<file path="src/rtl/bcd_down_counter_pkg.sv">
// Shared types and constants for the cascadable BCD down counter.
// Operation codes name the single action the counter takes on each clock edge.
package bcd_down_counter_pkg;

  localparam logic [3:0] BCD_MAX = 4'd9;

  typedef logic [3:0] bcd_digit_t;

  typedef enum logic [2:0] {
    OP_HOLD,    // nothing to do, or an enabled count parked at zero
    OP_LOAD,    // accepted preset
    OP_REJECT,  // preset with a non-decimal nibble
    OP_COUNT,   // ordinary decrement of a non-zero value
    OP_RELOAD   // enabled count at zero with auto-reload
  } op_e;

  function automatic logic is_bcd(input bcd_digit_t d);
    return d <= BCD_MAX;
  endfunction

endpackage

</file>
<file path="src/rtl/bcd_down_counter_digit_down.sv">
// One BCD decade of the down counter: borrow-driven decrement plus a
// validity flag for the matching preset nibble.
module bcd_digit_down
  import bcd_down_counter_pkg::*;
(
  input  bcd_digit_t digit,
  input  logic       borrow_in,
  input  bcd_digit_t load_digit,
  output bcd_digit_t digit_next,
  output logic       borrow_out,
  output logic       load_invalid
);

  always_comb begin
    // NOTE: every always_comb output gets a default first so no path leaves it unassigned (no latch).
    digit_next = digit;
    if (borrow_in) begin
      digit_next = (digit == 4'd0) ? BCD_MAX : digit - 4'd1;
    end
  end

  assign borrow_out   = borrow_in && (digit == 4'd0);
  assign load_invalid = !is_bcd(load_digit);

endmodule

</file>
<file path="src/rtl/bcd_down_counter.sv">
// Synchronous cascadable BCD down counter with validated preset load,
// optional auto-reload from the last accepted preset, and tc/err pulses.
module bcd_down_counter
  import bcd_down_counter_pkg::*;
#(
  parameter int DIGITS = 2
) (
  input  logic                  clk,
  input  logic                  rst,
  input  logic                  en,
  input  logic                  load,
  input  logic [4*DIGITS-1:0]   load_val,
  input  logic                  auto_reload,
  output logic [4*DIGITS-1:0]   q,
  output logic                  zero,
  output logic                  tc,
  output logic                  err
);

  localparam int W = 4 * DIGITS;

  logic [W-1:0]      reload_q;
  logic [W-1:0]      q_dec;
  logic [DIGITS:0]   borrow;
  logic [DIGITS-1:0] nib_bad;
  logic              load_ok;
  logic              dec_to_zero;
  op_e               op;

  // The LS decade always receives a borrow: that is the decrement itself.
  assign borrow[0] = 1'b1;

  for (genvar i = 0; i < DIGITS; i++) begin : g_digit
    bcd_digit_down u_digit (
      .digit        (q[4*i +: 4]),
      .borrow_in    (borrow[i]),
      .load_digit   (load_val[4*i +: 4]),
      .digit_next   (q_dec[4*i +: 4]),
      .borrow_out   (borrow[i+1]),
      .load_invalid (nib_bad[i])
    );
  end

  assign load_ok     = (nib_bad == '0);
  assign dec_to_zero = (q_dec == '0);

  // A borrow escapes the MS decade exactly when every digit is 0.
  assign zero = borrow[DIGITS];

  always_comb begin
    op = OP_HOLD;
    if (load) begin
      op = load_ok ? OP_LOAD : OP_REJECT;
    end else if (en) begin
      if (!zero) begin
        op = OP_COUNT;
      end else if (auto_reload) begin
        op = OP_RELOAD;
      end
    end
  end

  // NOTE: sequential state uses non-blocking assignments so every register samples pre-edge values.
  always_ff @(posedge clk or negedge rst) begin
    if (!rst) begin
      q        <= '0;
      // NOTE: the reload register is cleared by reset because a reload before any load must yield 0.
      reload_q <= '0;
      tc       <= 1'b0;
      err      <= 1'b0;
    end else begin
      tc  <= 1'b0;
      err <= 1'b0;
      unique case (op)
        OP_LOAD: begin
          q        <= load_val;
          reload_q <= load_val;
        end
        OP_REJECT: err <= 1'b1;
        OP_COUNT: begin
          q  <= q_dec;
          tc <= dec_to_zero;
        end
        OP_RELOAD: q <= reload_q;
        default: ;
      endcase
    end
  end

endmodule

</file>
<file path="config.mk">
export PLATFORM = sky130hd
export DESIGN_NAME = bcd_down_counter
export DESIGN_NICKNAME = d
export VERILOG_FILES = /design/src/rtl/bcd_down_counter_pkg.sv /design/src/rtl/bcd_down_counter_digit_down.sv /design/src/rtl/bcd_down_counter.sv
export SDC_FILE = /design/constraint.sdc
export NUM_CORES = 1
export LEC_CHECK = 0
export CORE_ASPECT_RATIO = 0.8
export CORE_MARGIN = 4
export CORE_UTILIZATION = 25
export CTS_CLUSTER_DIAMETER = 120
export DETAILED_ROUTE_END_ITERATION = 10
export GPL_TIMING_DRIVEN = 0
export SYNTH_ARGS = -nofsm -noshare
export SYNTH_HDL_FRONTEND = slang
export SYNTH_HIERARCHICAL = 1
export SYNTH_SLANG_ARGS = --single-unit
</file>
<file path="constraint.sdc">
create_clock -name clk -period 2.2 [get_ports clk]
set_input_delay 0.22 -clock clk [delete_from_list [all_inputs] [get_ports clk]]
set_output_delay 0.22 -clock clk [all_outputs]
set_load 0.005 [all_outputs]
</file>
== Word level (Yosys, flattened, before mapping) ==
Cells that the tools add are included.

* Bits in registers: 18
* Output and inout bits: 11
* Word-level logic and storage cells: 31

* $add $sub $neg: 2
* $lt $le $gt $ge: 2
* Equal/unequal tests: 4
* Muxes and demuxes: 11
* Reduce and logical (&&, ||, !) cells: 8

{| class="wikitable"
|+ Operator list
! operator !! count
|-
| $pmux W8 S3 || 1
|-
| $mux W3 || 4
|-
| $mux W4 || 3
|-
| $le A4 B4 Y1 const B || 2
|-
| $logic_not A4 Y1 || 2
|-
| $logic_not A8 Y1 || 1
|-
| $sub A4 B1 Y4 const B || 2
|-
| $eq A3 B2 Y1 const B || 2
|-
| $eq A3 B1 Y1 const B || 1
|-
| $eq A3 B3 Y1 const B || 1
|-
| $reduce_bool A3 Y1 || 1
|-
| $logic_not A1 Y1 || 2
|-
| $logic_not A2 Y1 || 1
|-
| $mux W1 || 2
|-
| $mux W2 || 1
|-
| $logic_and A1 B1 Y1 || 1
|}

== Depth between registers and ports, before layout ==
* Depth in word-level cells: 7
* Depth in mapped cells: 8
* Depth with buffers taken out: 7

== Hierarchy ==
Netlist, hierarchy kept.

{| class="wikitable"
|+ Modules (own cells, without submodules)
! module !! instances !! cells each !! area an instance (µm²) !! sequential area each (µm²)
|-
| bcd_down_counter || 1 || 94 || 888.4 || 450.4
|-
| bcd_digit_down || 2 || 12 || 108.9 || 0.0
|}

== Worst setup path after synthesis ==
OpenSTA, ideal clock, no wires.

* Kind: flip-flop to flip-flop
* Start point: register q[0]
* End point: register q[0]
* Setup time: 101 ps
* Arrival time: 2,264 ps
* Data required time: 2,099 ps
* Path slack: -165 ps
* Cell stages (with the launch flop): 8
* Cell sequence: dfrtp_1 nor4b_4 nor2b_1 nor4b_4 nor2b_1 buf_2 nor4b_1 nor4_1

* Cells in the longest elaborated chain, start to end: 7
* Elaborated cells on any way between the ends: 12
* Classes of those cells: 1 x add/sub; 3 x eq/ne; 5 x mux; 3 x reduce/logical

{| class="wikitable"
|+ RTL lines
! item !! line !! RTL
|-
| start, declared || bcd_down_counter.sv:14 || <nowiki>output logic [4*DIGITS-1:0] q,</nowiki>
|-
| start signal, assigned || bcd_down_counter.sv:76 || <nowiki>q <= load_val;</nowiki>
|-
| start signal, assigned || bcd_down_counter.sv:81 || <nowiki>q <= q_dec;</nowiki>
|-
| start signal, assigned || bcd_down_counter.sv:84 || <nowiki>OP_RELOAD: q <= reload_q;</nowiki>
|-
| $logic_not A4 Y1 (*) || bcd_down_counter_digit_down.sv:22 || <nowiki>assign borrow_out = borrow_in && (digit == 4'd0);</nowiki>
|-
| via borrow[1] || bcd_down_counter.sv:24 || <nowiki>logic [DIGITS:0] borrow;</nowiki>
|-
| $logic_and A1 B1 Y1 (*) || bcd_down_counter_digit_down.sv:22 ||
|-
| via zero || bcd_down_counter.sv:15 || <nowiki>output logic zero,</nowiki>
|-
| $mux W3 (*) || bcd_down_counter.sv:55 || <nowiki>if (!zero) begin</nowiki>
|-
| $mux W3 (*) || bcd_down_counter.sv:54 || <nowiki>end else if (en) begin</nowiki>
|-
| $mux W3 (*) || bcd_down_counter.sv:52 || <nowiki>if (load) begin</nowiki>
|-
| $eq A3 B3 Y1, or another cell as far along || bcd_down_counter.sv:74 || <nowiki>unique case (op)</nowiki>
|-
| $pmux W8 S3 or $reduce_bool A3 Y1 (tied branches) || -- ||
|}

Mark *: on every way through the listed nets, which the timed path passes. The rest lies on a longest branch.
A chain may end at the register's enable or synchronous reset.

== Worst setup path after layout ==
* Start point: register q[1]
* End point: register q[5]

* Cells in the longest elaborated chain, start to end: 7
* Elaborated cells on any way between the ends: 11
* Classes of those cells: 3 x eq/ne; 5 x mux; 3 x reduce/logical

{| class="wikitable"
|+ RTL lines
! item !! line
|-
| $logic_not A4 Y1 (*) || bcd_down_counter_digit_down.sv:22
|-
| via borrow[1] || bcd_down_counter.sv:24
|-
| $logic_and A1 B1 Y1 || bcd_down_counter_digit_down.sv:22
|-
| $mux W3 || bcd_down_counter.sv:55
|-
| $mux W3 || bcd_down_counter.sv:54
|-
| $mux W3 || bcd_down_counter.sv:52
|-
| $eq A3 B3 Y1, or another cell as far along || bcd_down_counter.sv:74
|-
| $pmux W8 S3 or $reduce_bool A3 Y1 (tied branches) || --
|}

Marked as above.

==> summary.txt <==
Root Buffer Master: clkbuf_8
TritonRoute pass-1 iters: 4
Number of max-cap violations: 0
Count of final setup violators: 0
Setup CP Type: register to register
Initial antenna violation count: 0
Worst path depth: 9
Crit start category: register
Final hold viol count: 0
Worst R2R End: q[5]$_DFFE_PN0P_
Boundary Pins: 24
Die Area: 5560 um^2
Peak Freq: 484 MHz
Core Box Area: 4230 um^2
CP Buf/Inv Count: 2
Diode count: 0
DRT Wirelength: 2880 um
CP Capture Type: register
Delay-heaviest family, CP: simple AND/OR/NAND/NOR gates
Pwr Density: 794 nW/um^2
Crit path time final: 2.07 ns
Vias in the first global route: 1,051
Tcrit/Tclk final: 94.0%
CP max stage cell: dfrtp_2
Ys Warns: 6
Layout cells sized above 1: 18.8%
Detailed Route Iter0 Violations: 34
Die span in y: 67.5 um
Top-area cell type share of the netlist area: 40.7%
Largest net degree at the start of global routing: 19
Placer Congestion: 0.870
VDD IR max: 0.411 mV
Overflow after GRT: 0
Slew @ Worst Pin: 0.871 ns
R2R Path Start: q[1]$_DFFE_PN0P_
Post-Syn Area: 1110 um^2
Crit path DAT: 2.19 ns
Final Util: 37.1%
CTS Buffer Depth: 2
Area growth, synth to finish: 42.1%
CP Capture Point: q[5]$_DFFE_PN0P_
Layout fillers: 415
Crit path required time: 2.32 ns
Worst-path fanout max: 10
RSZ-0062 raised after global routing: yes
Synth area leader: dfrtp_1
ANT nets after route: 0
Post-Syn Instances: 118
Die W: 82.4 um
CP Cell Sequence: nor4b_4, nor2b_4, nor4b_4, nor2b_4, buf_6, buf_8, nor2b_1, a31oi_1, o22ai_1
Slew Viols, Final: 0
CTS hold repair buffers: 0
WL/cell: 13.7 um
H-tree levels: 1
Flop2flop setup slack: 0.13 ns
Max incr delay on CP: 0.42 ns
Sequential share of the synthesized area: 40.7%
Clk slew on worst S/H paths: 0.07 ns
Worst skew pair latency: 0.26 ns
First-pass GRT wire length: 4950 um
IO Port Bufs: 22
Seq cells post-synth: 18
Post-route DRC: 0
Hold crit path type: primary input to asynchronous set/reset pin
Core Rows: 21
Netlist cell types: 26
Pleak: 0.712 nW
Worst R2R Path Depth: 9
CTS tree: done
GRT Overall Usage: 11.8%
Final nets: 168
Synth Area per Inst: 9.37 um^2
CTS buffer count: 3
Post-DP HPWL: 2140 um
Clock Sinks: 18
Routed via count: 968
Skew final: 0.00140 ns
Initial Util: 26.1%
Most common cell after layout, fill and taps aside: nand2_1
Most frequent cells in the layout: 26 x nand2_1, 21 x clkdlybuf4s50_1, 15 x dfrtp_1
Status: finished clean
Vias/cell: 4.59
Total power: 1.25 mW
Critical Path Source: q[1]$_DFFE_PN0P_
Top cells by area, synth: dfrtp_1 41%, nand2_1 8.8%, mux2i_1 8.1%, nor2b_1 6.8%, nor4b_4 4.3%
Relative slew margins: 41.7%
[synth_stat cells]
| cell type | n |
|---|---|
| a311oi_1 | 1 |
| nor3_1 | 1 |
| nand2b_1 | 2 |
| or3b_1 | 1 |
| o21a_1 | 2 |
| o21bai_1 | 2 |
| nor4_1 | 3 |
| nor4b_4 | 2 |
| mux2_2 | 2 |
| o22ai_1 | 7 |
| xor2_1 | 4 |
| clkbuf_1 | 3 |
| nor4b_1 | 1 |
| nand2_1 | 26 |
| dfrtp_1 | 18 |
| buf_2 | 1 |
| nor2_1 | 3 |
| inv_1 | 3 |
| mux2i_1 | 9 |
| and2b_1 | 2 |
| a31oi_1 | 7 |
| nor3b_2 | 1 |
| nor3b_1 | 2 |
| buf_6 | 2 |
| conb_1 | 1 |
| nor2b_1 | 12 |
[logic make-up after synthesis]
group	synth area share [%]
other	0.339
flip-flops	40.7
multiplexers	10.2
AO/OA/AOI/OAI	11.4
AND/OR/NAND/NOR	29.6
XOR/XNOR	3.17
buffers and inverters	4.52
[registers in the layout (all words and copies together), names as in the netlist]
| register | count |
|---|---|
| reload_q | 8 |
| tc | 1 |
| q | 8 |
| err | 1 |
[through the flow]
| step | setup TNS, ns | setup WS [ns] | instances | instance area, um^2 | hold WS [ns] |
|---|---|---|---|---|---|
| floorplan | 0 | 0.0531 | 121 | 1120 | -0.0756 |
| detailed placement | -2.46 | -0.297 | 200 | 1420 | 0.474 |
| CTS | 0 | 0.0230 | 210 | 1530 | 0.457 |
| global route | -0.0446 | -0.0225 | 211 | 1570 | 0.494 |
| global placement | -1.96 | -0.245 | 200 | 1420 | 0.463 |
| finish | 0 | 0.133 | 211 | 1570 | 0.453 |
[worst min path at each step]
stage                            start                       to  slack, ns  cells after the start
2_1_floorplan                      rst            err$_DFF_PN0_      -0.08                      0
3_3_place_gp   reload_q[3]$_DFFE_PN0N_  reload_q[3]$_DFFE_PN0N_       0.46                      2
3_5_place_dp   reload_q[3]$_DFFE_PN0N_  reload_q[3]$_DFFE_PN0N_       0.47                      2
4_1_cts                    auto_reload         q[2]$_DFFE_PN0P_       0.46                      3
5_1_grt                    auto_reload         q[6]$_DFFE_PN0P_       0.49                      3
6_report                           rst  reload_q[2]$_DFFE_PN0N_       0.45                      1
[power by group]
group / leakage, nW / switching, mW / internal, mW
registers: 0.221 / 0.0964 / 0.400
logic: 0.462 / 0.195 / 0.274
clock network: 0.0288 / 0.123 / 0.159
[layer usage]
layer	up-vias	global-route usage, %	wire (um)
met5	-	0	0
met4	0	3.11	32
met3	3	2.93	142
met2	22	19.7	1340
met1	459	15.1	1370
li1	484	-	-
[area by class of cell]
class | instances | area [um^2] | area share [%]
tap | 57 | 71.3 | 4.54
clock buffer | 4 | 55.1 | 3.50
multi-input combinational | 94 | 652 | 41.5
buffer | 5 | 45.0 | 2.87
inverter | 3 | 11.3 | 0.717
sequential | 18 | 454 | 28.9
timing repair buffer | 30 | 283 | 18.0
[timing repair]
action	in CTS	in global routing
endpoints found under the setup margin	10	9
endpoints found under the hold margin	0	0
setup buffers	6	2
resized for setup	6	9
pin swaps	1	2
Note: power is estimated with default switching activity, not from simulation.
